==> src/rtl/mem_arb_pkg.sv <==
// Shared types and helpers for the unified instruction/data SRAM arbiter.
//   owner_t        : which requester owns the read data returning next cycle
//   DEFAULT_ADDR_W : default SRAM word-address width (2048 words)
//   addr_ok()      : byte address is word aligned and inside the SRAM
package mem_arb_pkg;

  typedef enum logic [1:0] {
    OWN_NONE = 2'd0,
    OWN_IF   = 2'd1,
    OWN_D    = 2'd2
  } owner_t;

  localparam int unsigned DEFAULT_ADDR_W = 11;
  // Width the address check operates on; callers zero-extend into it.
  localparam int unsigned CHK_W          = 64;

  // Good when the low two bits are zero and nothing is set above the word index.
  function automatic logic addr_ok(input logic [CHK_W-1:0] addr,
                                   input int unsigned      addr_w);
    logic [CHK_W-1:0] w_hi;
    w_hi = addr >> (addr_w + 2);
    return (addr[1:0] == 2'b00) && (w_hi == '0);
  endfunction

endpackage

==> src/rtl/unified_mem_arbiter.sv <==
// Shares one single-port SRAM between the fetch port and the data port.
// Data wins by default; a starvation counter forces a fetch grant after
// MAX_STARVE consecutive data grants while fetch waits. Read data returns
// one cycle after the grant, steered to its owner and held afterwards.
// Ports:
//   clk, rst                          clock, async active-high reset
//   if_req/if_addr                    fetch read request
//   if_gnt/if_err/if_rvalid/if_rdata  fetch grant, bad-address flag, return
//   d_req/d_we/d_addr/d_wdata         data request
//   d_gnt/d_err/d_rvalid/d_rdata      data grant, bad-address flag, return
//   mem_cen/mem_wen/mem_a/mem_d/mem_q SRAM macro interface (active-low enables)
module unified_mem_arbiter
  import mem_arb_pkg::*;
#(
  parameter int unsigned WIDTH      = 32,
  parameter int unsigned ADDR_W     = DEFAULT_ADDR_W,
  parameter int unsigned MAX_STARVE = 4
) (
  input  logic              clk,
  input  logic              rst,
  input  logic              if_req,
  input  logic [WIDTH-1:0]  if_addr,
  output logic              if_gnt,
  output logic              if_err,
  output logic              if_rvalid,
  output logic [WIDTH-1:0]  if_rdata,
  input  logic              d_req,
  input  logic              d_we,
  input  logic [WIDTH-1:0]  d_addr,
  input  logic [WIDTH-1:0]  d_wdata,
  output logic              d_gnt,
  output logic              d_err,
  output logic              d_rvalid,
  output logic [WIDTH-1:0]  d_rdata,
  output logic              mem_cen,
  output logic              mem_wen,
  output logic [ADDR_W-1:0] mem_a,
  output logic [WIDTH-1:0]  mem_d,
  input  logic [WIDTH-1:0]  mem_q
);

  localparam int unsigned      CNT_W      = 4;
  localparam logic [CNT_W-1:0] STARVE_MAX = CNT_W'(MAX_STARVE);

  logic [CNT_W-1:0]  r_starve;
  logic [CNT_W-1:0]  w_starve_nxt;
  owner_t            r_owner;
  owner_t            w_owner_nxt;
  logic [WIDTH-1:0]  r_if_hold;
  logic [WIDTH-1:0]  r_d_hold;
  logic              w_if_ok;
  logic              w_d_ok;
  logic              w_if_gnt;
  logic              w_d_gnt;
  logic [ADDR_W-1:0] w_if_idx;
  logic [ADDR_W-1:0] w_d_idx;

  assign w_if_ok  = addr_ok(CHK_W'(if_addr), ADDR_W);
  assign w_d_ok   = addr_ok(CHK_W'(d_addr), ADDR_W);
  assign w_if_idx = if_addr[ADDR_W+1:2];
  assign w_d_idx  = d_addr[ADDR_W+1:2];

  // Arbitration: data first unless fetch has waited MAX_STARVE grants; nothing in reset.
  always_comb begin
    w_if_gnt = 1'b0;
    w_d_gnt  = 1'b0;
    if (!rst) begin
      if (if_req && (!d_req || (r_starve == STARVE_MAX))) begin
        w_if_gnt = 1'b1;
      end else if (d_req) begin
        w_d_gnt = 1'b1;
      end
    end
  end

  // SRAM controls and owner of next cycle's read data; bad-address grants stay off the SRAM.
  always_comb begin
    mem_cen     = 1'b1;
    mem_wen     = 1'b1;
    mem_a       = '0;
    w_owner_nxt = OWN_NONE;
    if (w_if_gnt && w_if_ok) begin
      mem_cen     = 1'b0;
      mem_a       = w_if_idx;
      w_owner_nxt = OWN_IF;
    end else if (w_d_gnt && w_d_ok) begin
      mem_cen     = 1'b0;
      mem_a       = w_d_idx;
      mem_wen     = ~d_we;
      w_owner_nxt = d_we ? OWN_NONE : OWN_D;
    end
  end

  // Starvation count: grows while data beats a waiting fetch, saturating at the limit.
  always_comb begin
    w_starve_nxt = r_starve;
    if (w_if_gnt || !if_req) begin
      w_starve_nxt = '0;
    end else if (w_d_gnt && (r_starve != STARVE_MAX)) begin
      w_starve_nxt = r_starve + CNT_W'(1);
    end
  end

  // State: counter, read owner and the per-port hold registers.
  always_ff @(posedge clk or posedge rst) begin
    if (rst) begin
      r_starve  <= '0;
      r_owner   <= OWN_NONE;
      r_if_hold <= '0;
      r_d_hold  <= '0;
    end else begin
      r_starve <= w_starve_nxt;
      r_owner  <= w_owner_nxt;
      if (r_owner == OWN_IF) r_if_hold <= mem_q;
      if (r_owner == OWN_D)  r_d_hold  <= mem_q;
    end
  end

  assign mem_d     = d_wdata;
  assign if_gnt    = w_if_gnt;
  assign if_err    = w_if_gnt & ~w_if_ok;
  assign d_gnt     = w_d_gnt;
  assign d_err     = w_d_gnt & ~w_d_ok;
  assign if_rvalid = (r_owner == OWN_IF);
  assign d_rvalid  = (r_owner == OWN_D);
  // Returning data passes straight through from the SRAM; otherwise show the last value.
  assign if_rdata  = if_rvalid ? mem_q : r_if_hold;
  assign d_rdata   = d_rvalid ? mem_q : r_d_hold;

endmodule

==> config.mk <==
export PLATFORM = sky130hd
export DESIGN_NAME = unified_mem_arbiter
export DESIGN_NICKNAME = d
export VERILOG_FILES = /design/src/rtl/mem_arb_pkg.sv /design/src/rtl/unified_mem_arbiter.sv
export SDC_FILE = /design/constraint.sdc
export NUM_CORES = 1
export LEC_CHECK = 0
export ABC_AREA = 1
export CORE_UTILIZATION = 34
export CTS_CLUSTER_SIZE = 10
export DETAILED_ROUTE_END_ITERATION = 8
export GPL_TIMING_DRIVEN = 1
export PLACE_DENSITY = 0.78
export SLEW_MARGIN = 20
export SYNTH_ARGS = -nofsm -noshare
export SYNTH_HDL_FRONTEND = slang
export SYNTH_SLANG_ARGS = --single-unit
==> constraint.sdc <==
create_clock -name clk -period 4.35 [get_ports clk]
set_clock_uncertainty 0.1 [all_clocks]
set_input_delay 1.305 -clock clk [delete_from_list [all_inputs] [get_ports clk]]
set_output_delay 1.305 -clock clk [all_outputs]
set_load 0.05 [all_outputs]
# After elaboration in Yosys (flattened, before gate mapping)
# Cells that the tools add are included.
# Widths: inputs -> output; s select.
# word_totals
regBits,70
input_bits,133
out_inout_bits,115
elab_cells,47
# classes
addsub,1
n_eq_ne,4
muxes,18
bitwise_logic,5
reduce_logical,15
# ops
cell,count
$logic_not 64->1,2
$mux 32,2
$mux 11,2
$mux 1,9
$mux 4,2
$logic_and 1x1->1,6
$mux 2,3
$add 4x1->4 const B,1
$eq 4x3->1 const B,1
$logic_not 2->1,2
$ne 4x3->1 const B,1
$not 1->1,3
$and 1x1->1,2
$eq 2x1->1 const B,1
$eq 2x2->1 const B,1
$logic_not 1->1,2
$logic_or 1x1->1,2
$reduce_bool 2->1,1

# Logic depth before layout (Yosys ltp)
# Gate-level depths: netlist of run 1.
# logic_depth
depth_word,8
ltp_mapped,9

# Worst setup path after synthesis of run 1
# OpenSTA, ideal clock, no wires.
# synth_path
kind,input port to output port
startpoint,input rst
endpoint,output mem_a[0]
arrival_ns,3.222
path_slack_ns,-0.277
path_stages,6
n_path_buf,1
cell_sequence,inv_2 -> nand2_1 -> a21oi_4 -> buf_6 -> nand3_1 -> nand2_1
# synth_via
elab_chain_cells,4
elab_cells_between_ends,6
# synth_rtl
element,line,text
"start, declared",unified_mem_arbiter.sv:20,"input logic rst,"
$mux 1,unified_mem_arbiter.sv:67,if (!rst) begin
net d_gnt,unified_mem_arbiter.sv:31,"output logic d_gnt,"
$logic_and 1x1->1,unified_mem_arbiter.sv:86,end else if (w_d_gnt && w_d_ok) begin
$mux 11,unified_mem_arbiter.sv:86,
$mux 11,unified_mem_arbiter.sv:82,if (w_if_gnt && w_if_ok) begin
"end, declared",unified_mem_arbiter.sv:37,"output logic [ADDR_W-1:0] mem_a,"
# The timed path passes the listed nets, and every way through them passes these cells.

# Worst setup path in the final report of run 1
# layout_path
startpoint,input if_addr[18]
endpoint,output mem_a[5]
# layout_via
elab_chain_cells,4
# layout_rtl
element,line,text
"start, declared",unified_mem_arbiter.sv:22,"input logic [WIDTH-1:0] if_addr,"
$logic_not 64->1,mem_arb_pkg.sv:22,return (addr[1:0] == 2'b00) && (w_hi == '0);
$logic_and 1x1->1,mem_arb_pkg.sv:22,
$logic_and 1x1->1,unified_mem_arbiter.sv:82,
$mux 11,unified_mem_arbiter.sv:82,
# No other way between the ends.

==> results of run 1 <==
-- cell usage after synthesis, drive strengths merged --
cell type	number	share of area, %
nor3	1	0.15
dfrtp	70	52
nor2	30	3.7
ha	2	0.75
xnor2	1	0.26
inv	46	5.2
nand2	94	11
clkbuf	7	0.79
nand3	30	5.2
a21oi	1	0.49
o21ai	66	9.9
o22ai	2	0.37
nand4	1	0.19
buf	42	9.3
nand3b	1	0.22
or2	1	0.19
xor2	1	0.26
-- cells by family (layout without fill, tap and decap cells) --
group	Yosys count	in the layout	synth area share [%]
simple gates	158	158	20.4
xor+xnor	2	2	0.523
fa+ha+maj	2	2	0.748
flops	70	70	52.3
compound gates	69	69	10.7
buf+inv	95	255	15.3
-- state kept, by name (all words and copies together) (netlist names) --
name and count:
r_d_hold 32, r_owner 2, r_starve 4, r_if_hold 32
-- worst min-delay path, cell delays in order, from the launching register on --
cell,delay [ns]
dfrtp_1,0.33
nand2_1,0.05
o21ai_1,0.08
-- final cells by class --
| cell class | count | area [um2] | share of cell area, % |
|---|---|---|---|
| multi-input combinational | 231 | 1100 | 18.4 |
| timing repair buffer | 193 | 2570 | 43.1 |
| inverter | 46 | 175 | 2.94 |
| sequential | 70 | 1750 | 29.4 |
| clock inverter | 6 | 67.6 | 1.13 |
| tap | 129 | 161 | 2.71 |
| clock buffer | 10 | 138 | 2.31 |
-- layer usage --
layer  up-vias  routed length, um
li1       1522                  -
met1      1463               3500
met2       179               5840
met3        24                987
met4         0                329
met5         -                  0
-- placed cells by master (no fill, tap or decap), drive strengths merged, types with 10 or more instances in the layout --
master | Yosys | final
o21ai | 66 | 66
inv | 46 | 48
dfrtp | 70 | 70
nor2 | 30 | 30
nand3 | 30 | 30
clkdlybuf4s50 | 0 | 102
nand2 | 94 | 94
buf | 42 | 91
clkbuf | 7 | 10
-- final timing paths --
check,from,endpoint,slack (ns),depth (start not counted)
min in group asynchronous,rst,r_d_hold[8],1.42,3
worst min register to register,r_d_hold[16],r_d_hold[16],0.40,2
worst min-delay path,r_d_hold[16],r_d_hold[16],0.40,2
worst max register to register,r_owner[0],r_d_hold[5],2.38,3
max in group asynchronous,rst,r_d_hold[30],2.25,3
worst max-delay path,if_addr[18],mem_a[5],0.10,10
-- repair_timing --
action	in CTS	in global routing
gates resized for setup	0	6
buffers inserted	0	5
endpoints found under the setup margin	0	10
-- metrics by stage --
| step | hold WS [ns] | util, % |
|---|---|---|
| CTS | 0.407 | 62.9 |
| global route | 0.436 | 63.6 |
| finish | 0.401 | 63.6 |
| global placement | 0.384 | 60.7 |
| floorplan | 0.406 | - |
| detailed placement | 0.388 | 60.7 |
-- power by group --
| group | switching, mW | leakage (nW) | total, mW | internal [mW] |
|---|---|---|---|---|
| Sequential | 0.000912 | 0.643 | 0.652 | 0.651 |
| Combinational | 0.0573 | 2.15 | 0.154 | 0.0965 |
| Clock | 0.253 | 0.0993 | 0.537 | 0.283 |
| Total | 0.311 | 2.89 | 1.34 | 1.03 |
==> results.ini, run 1 <==
[die]
die_x_um = 101
io_pins = 248
rows = 35
initial_core_util_pct = 35.7
core-area_mm2 = 0.00937
dieArea_mm2 = 0.0102
die_y_um = 101

[critical_path]
end_kind = output pin
critPathMostFrequentCell = nand2_2
worst_path_largest_cell_delay_ns = 0.40
cp_max_fo = 5
crit_chain = clkdlybuf4s50_1 > nor2_1 > nand2_1 > nor2_2 > nand2_2 > nor2_4 > buf_4 > nand3_1 > nand2_2 > buf_12
cp.required_ns = 2.94
worst-path-buf-inv = 3
worstPathArrival_ns = 2.84
crit_path_start_kind = primary input
crit_slowest_cell = clkdlybuf4s50_1
critical_path_class = in2out
path_delay_family = simple AND/OR/NAND/NOR gates

[synthesis]
syn_avg_cell_area_um2 = 8.45
syn_inst = 396
synth_seq_cells = 70
ys_types = 27
synth.net_count = 531
synth_seq_area_share_pct = 52.3
synth-warning-count = 0
syn_area_mm2 = 0.00335

[run_status]
status = finished, final reports clean

[cts]
clock-sinks = 70
clkTransAtPathRegs_ns = 0.08
ctsHoldBuffers = 0
cts_buffers = 9
cts_buffer_depth = 2
cts_tree = yes
root_buffer = clkbuf_8
cts.htree.levels = 3
clk_latency_ns = 0.33

[final_layout]
drive_gt1_share_pct = 22.7
n_fill_cell = 784
syn_to_final_growth_pct = 78.0
postLayoutCellArea_mm2 = 0.00596
diodes = 0
final_nets = 686
finalNonFillerCells = 685

[global_routing]
first_global_vias = 3291
grt_pass1_wl_mm = 16.1
busiest_layer = met2
gr-usage-met1_pct = 19.8
use_met2_pct = 40.6
grt.total_usage_pct = 21.1
grt-ovfl-total = 0
antenna_found_initial = 0
grt_max_degree = 65
use_met3_pct = 8.01

[job]
drv_cap = 0

[detailed_routing]
wire_per_inst_um = 15.6
vias = 3188
drc = 0
dr.pass1.iters = 5
totalWireLength_mm = 10.7
viasPerCell = 4.65
drt-initial-drc-count = 84
ant_nets = 0

[placed_design]
io_buffers = 183
gp_congestion = 0.831
dp_slack_ns = 0.0385
dpl.hpwl_mm = 8.57
postPlaceCellArea_mm2 = 0.00569
dp_cells = 664

[sta]
worst_pin_slew_ns = 0.976
setup-tns-final_ns = 0
finalHoldViolCount = 0
fmaxAchievable_mhz = 235
final_max_slew_viol_count = 0
rsz0062_at_grt = false
fin_crit_ns = 4.25
setup_ws_ns = 0.101
relSlewSlack_pct = 34.9
period_share_pct = 97.7
setup_viol = 0

[pwr]
peakVddDrop_v = 0.000116
cellPowerDensity_mw_per_mm2 = 225
p_leak_nw = 2.89
finalPower_mw = 1.34

[hold_path]
hold_path_class = reg2reg

No activity file was read; power rests on OpenSTA's default activity.
==> inputs of run 2 (changes only) <==
- HOLD_SLACK_MARGIN: default -> 0.08
- REMOVE_ABC_BUFFERS: default -> 1
==> run 2 against run 1 <==
- critical endpoint is now mem_a[4]
- count of clock-buffer cells in the layout stayed put
- non-clock buffer count fell by 5
- hold slack better by 0.018 ns
- critical path depth unchanged
- setup slack improved by 0.026 ns
- sequential share of layout area grew 0.22 points
- flip-flop and latch count is the same
==> results.ini, run 2 (same netlist as run 1, synthesis figures left out) <==
[run_status]
status = finished, final reports clean

[critical_path]
rr_worst_depth = 4
end_kind = output pin
critical_path_class = in2out
reg2reg_to = r_if_hold[21]
critPathMostFrequentCell = nand2_1
cp_max_fo = 11
crit_slowest_cell = clkdlybuf4s50_1
worst-path-buf-inv = 3
cp.required_ns = 2.94
path_delay_family = buffers and inverters
r2r-start = r_owner[1]
crit_path_start_kind = primary input
worst_path_largest_cell_delay_ns = 0.41
rrSetupSlack_ns = 2.49
worstPathArrival_ns = 2.82
crit_chain = clkdlybuf4s50_1 > nor2_1 > nand2_1 > nor2_2 > nand2_1 > nor2_1 > buf_4 > nand3_1 > nand2_1 > buf_12

[die]
core-area_mm2 = 0.00937
die_x_um = 101
io_pins = 248
die_y_um = 101
dieArea_mm2 = 0.0102
initial_core_util_pct = 35.7
rows = 35

[final_layout]
final_nets = 682
final_common_cell = clkdlybuf4s50_1
largest_registers = r_d_hold (32), r_if_hold (32), r_starve (4)
diodes = 0
final_cell_mix = clkdlybuf4s50_1 (102), nand2_1 (91), dfrtp_1 (70), buf_12 (68), o21ai_0 (55)
drive_gt1_share_pct = 21.7
syn_to_final_growth_pct = 76.7
finalNonFillerCells = 681

[global_routing]
antenna_found_initial = 0
first_global_vias = 3332
use_met3_pct = 11.7
gr-usage-met1_pct = 21.5
use_met2_pct = 38.2
busiest_layer = met2
grt_pass1_wl_mm = 16.5
grt.total_usage_pct = 21.8
grt-ovfl-total = 0
grt_max_degree = 72

[cts]
cts_buffers = 9
cts.htree.levels = 3
ctsHoldBuffers = 0
clock-sinks = 70
clk_latency_ns = 0.34
root_buffer = clkbuf_8
clkTransAtPathRegs_ns = 0.08
cts_tree = yes
cts_buffer_depth = 2

[detailed_routing]
drc = 0
drt-initial-drc-count = 58
wire_per_inst_um = 16.0
dr.pass1.iters = 4
vias = 3163
totalWireLength_mm = 10.9
ant_nets = 0
viasPerCell = 4.64

[placed_design]
io_buffers = 183
dp_cells = 664
gp_congestion = 0.813
dpl.hpwl_mm = 8.67

[sta]
whs_ns = 0.420
fmaxAchievable_mhz = 237
finalHoldViolCount = 0
worst_pin_slew_ns = 0.863
relSlewSlack_pct = 42.5
fin_crit_ns = 4.22
setup_viol = 0
period_share_pct = 97.1
final_max_slew_viol_count = 0

[hold_path]
min_from = r_if_hold[31]
holdPathStages = 2
worstHoldEndpoint = r_if_hold[31]
hold_path_class = reg2reg

[job]
drv_cap = 0

[pwr]
finalPower_mw = 1.33
cellPowerDensity_mw_per_mm2 = 225
p_leak_nw = 2.87
peakVddDrop_v = 0.000119

-- run 2: repair_timing --
action | CTS | global route
gates resized for setup | 0 | 3
setup endpoints to repair | 0 | 11
buffers inserted | 0 | 0
-- run 2: worst max-delay path by stage --
stage | slack [ns] | cells past startpoint | startpoint | endpoint
floorplan | -0.45 | 5 | rst | mem_a[0]
global placement | 0.17 | 9 | if_addr[26] | mem_a[4]
detailed placement | 0.11 | 9 | if_addr[26] | mem_a[0]
CTS | 0.11 | 9 | if_addr[22] | mem_a[0]
global route | -0.02 | 10 | d_addr[24] | mem_a[7]
finish | 0.13 | 10 | d_addr[22] | mem_a[4]
-- run 2: per-layer routing --
metal / part of all wire [%] / wire length (um) / up-vias
li1: - / - / 1512
met1: 34 / 3750 / 1453
met2: 52 / 5620 / 179
met3: 12 / 1280 / 17
met4: 2.0 / 218 / 2
met5: 0.33 / 36 / -
-- run 2: tightest hold or removal path: stages (launching register included) --
cell and delay, ns:
dfrtp_1 0.33, nand2_1 0.05, o21ai_1 0.10
-- run 2: area by class of cell --
cell class                 count  area (um2)
tap                          129         161
fill                         765        3460
clock buffer                  10         138
clock inverter                 6        68.8
timing repair buffer         188        2520
inverter                      46         173
multi-input combinational    232        1100
sequential                    70        1750
-- run 2: per-stage QoR --
step | instance area [um2] | util [%] | setup TNS, ns | setup WS, ns
2_1_floorplan | 3010 | - | -5.35 | -0.446
3_3_place_gp | 5690 | 60.7 | 0 | 0.166
3_5_place_dp | 5690 | 60.7 | 0 | 0.113
4_1_cts | 5900 | 62.9 | 0 | 0.106
5_1_grt | 5910 | 63.1 | -0.0375 | -0.0156
6_report | 5910 | 63.1 | 0 | 0.127
-- run 2: power by group --
group	internal [mW]	switching, mW	total (mW)
clock network	0.283	0.248	0.532
registers	0.651	0.000884	0.652
logic	0.0931	0.0548	0.148
total	1.03	0.304	1.33
==> inputs of run 3 (changes only) <==
- ABC_CLOCK_PERIOD_IN_PS: default -> 4350
==> results of run 3 <==
Final layout, timing and power as in run 2 (identical DEF).
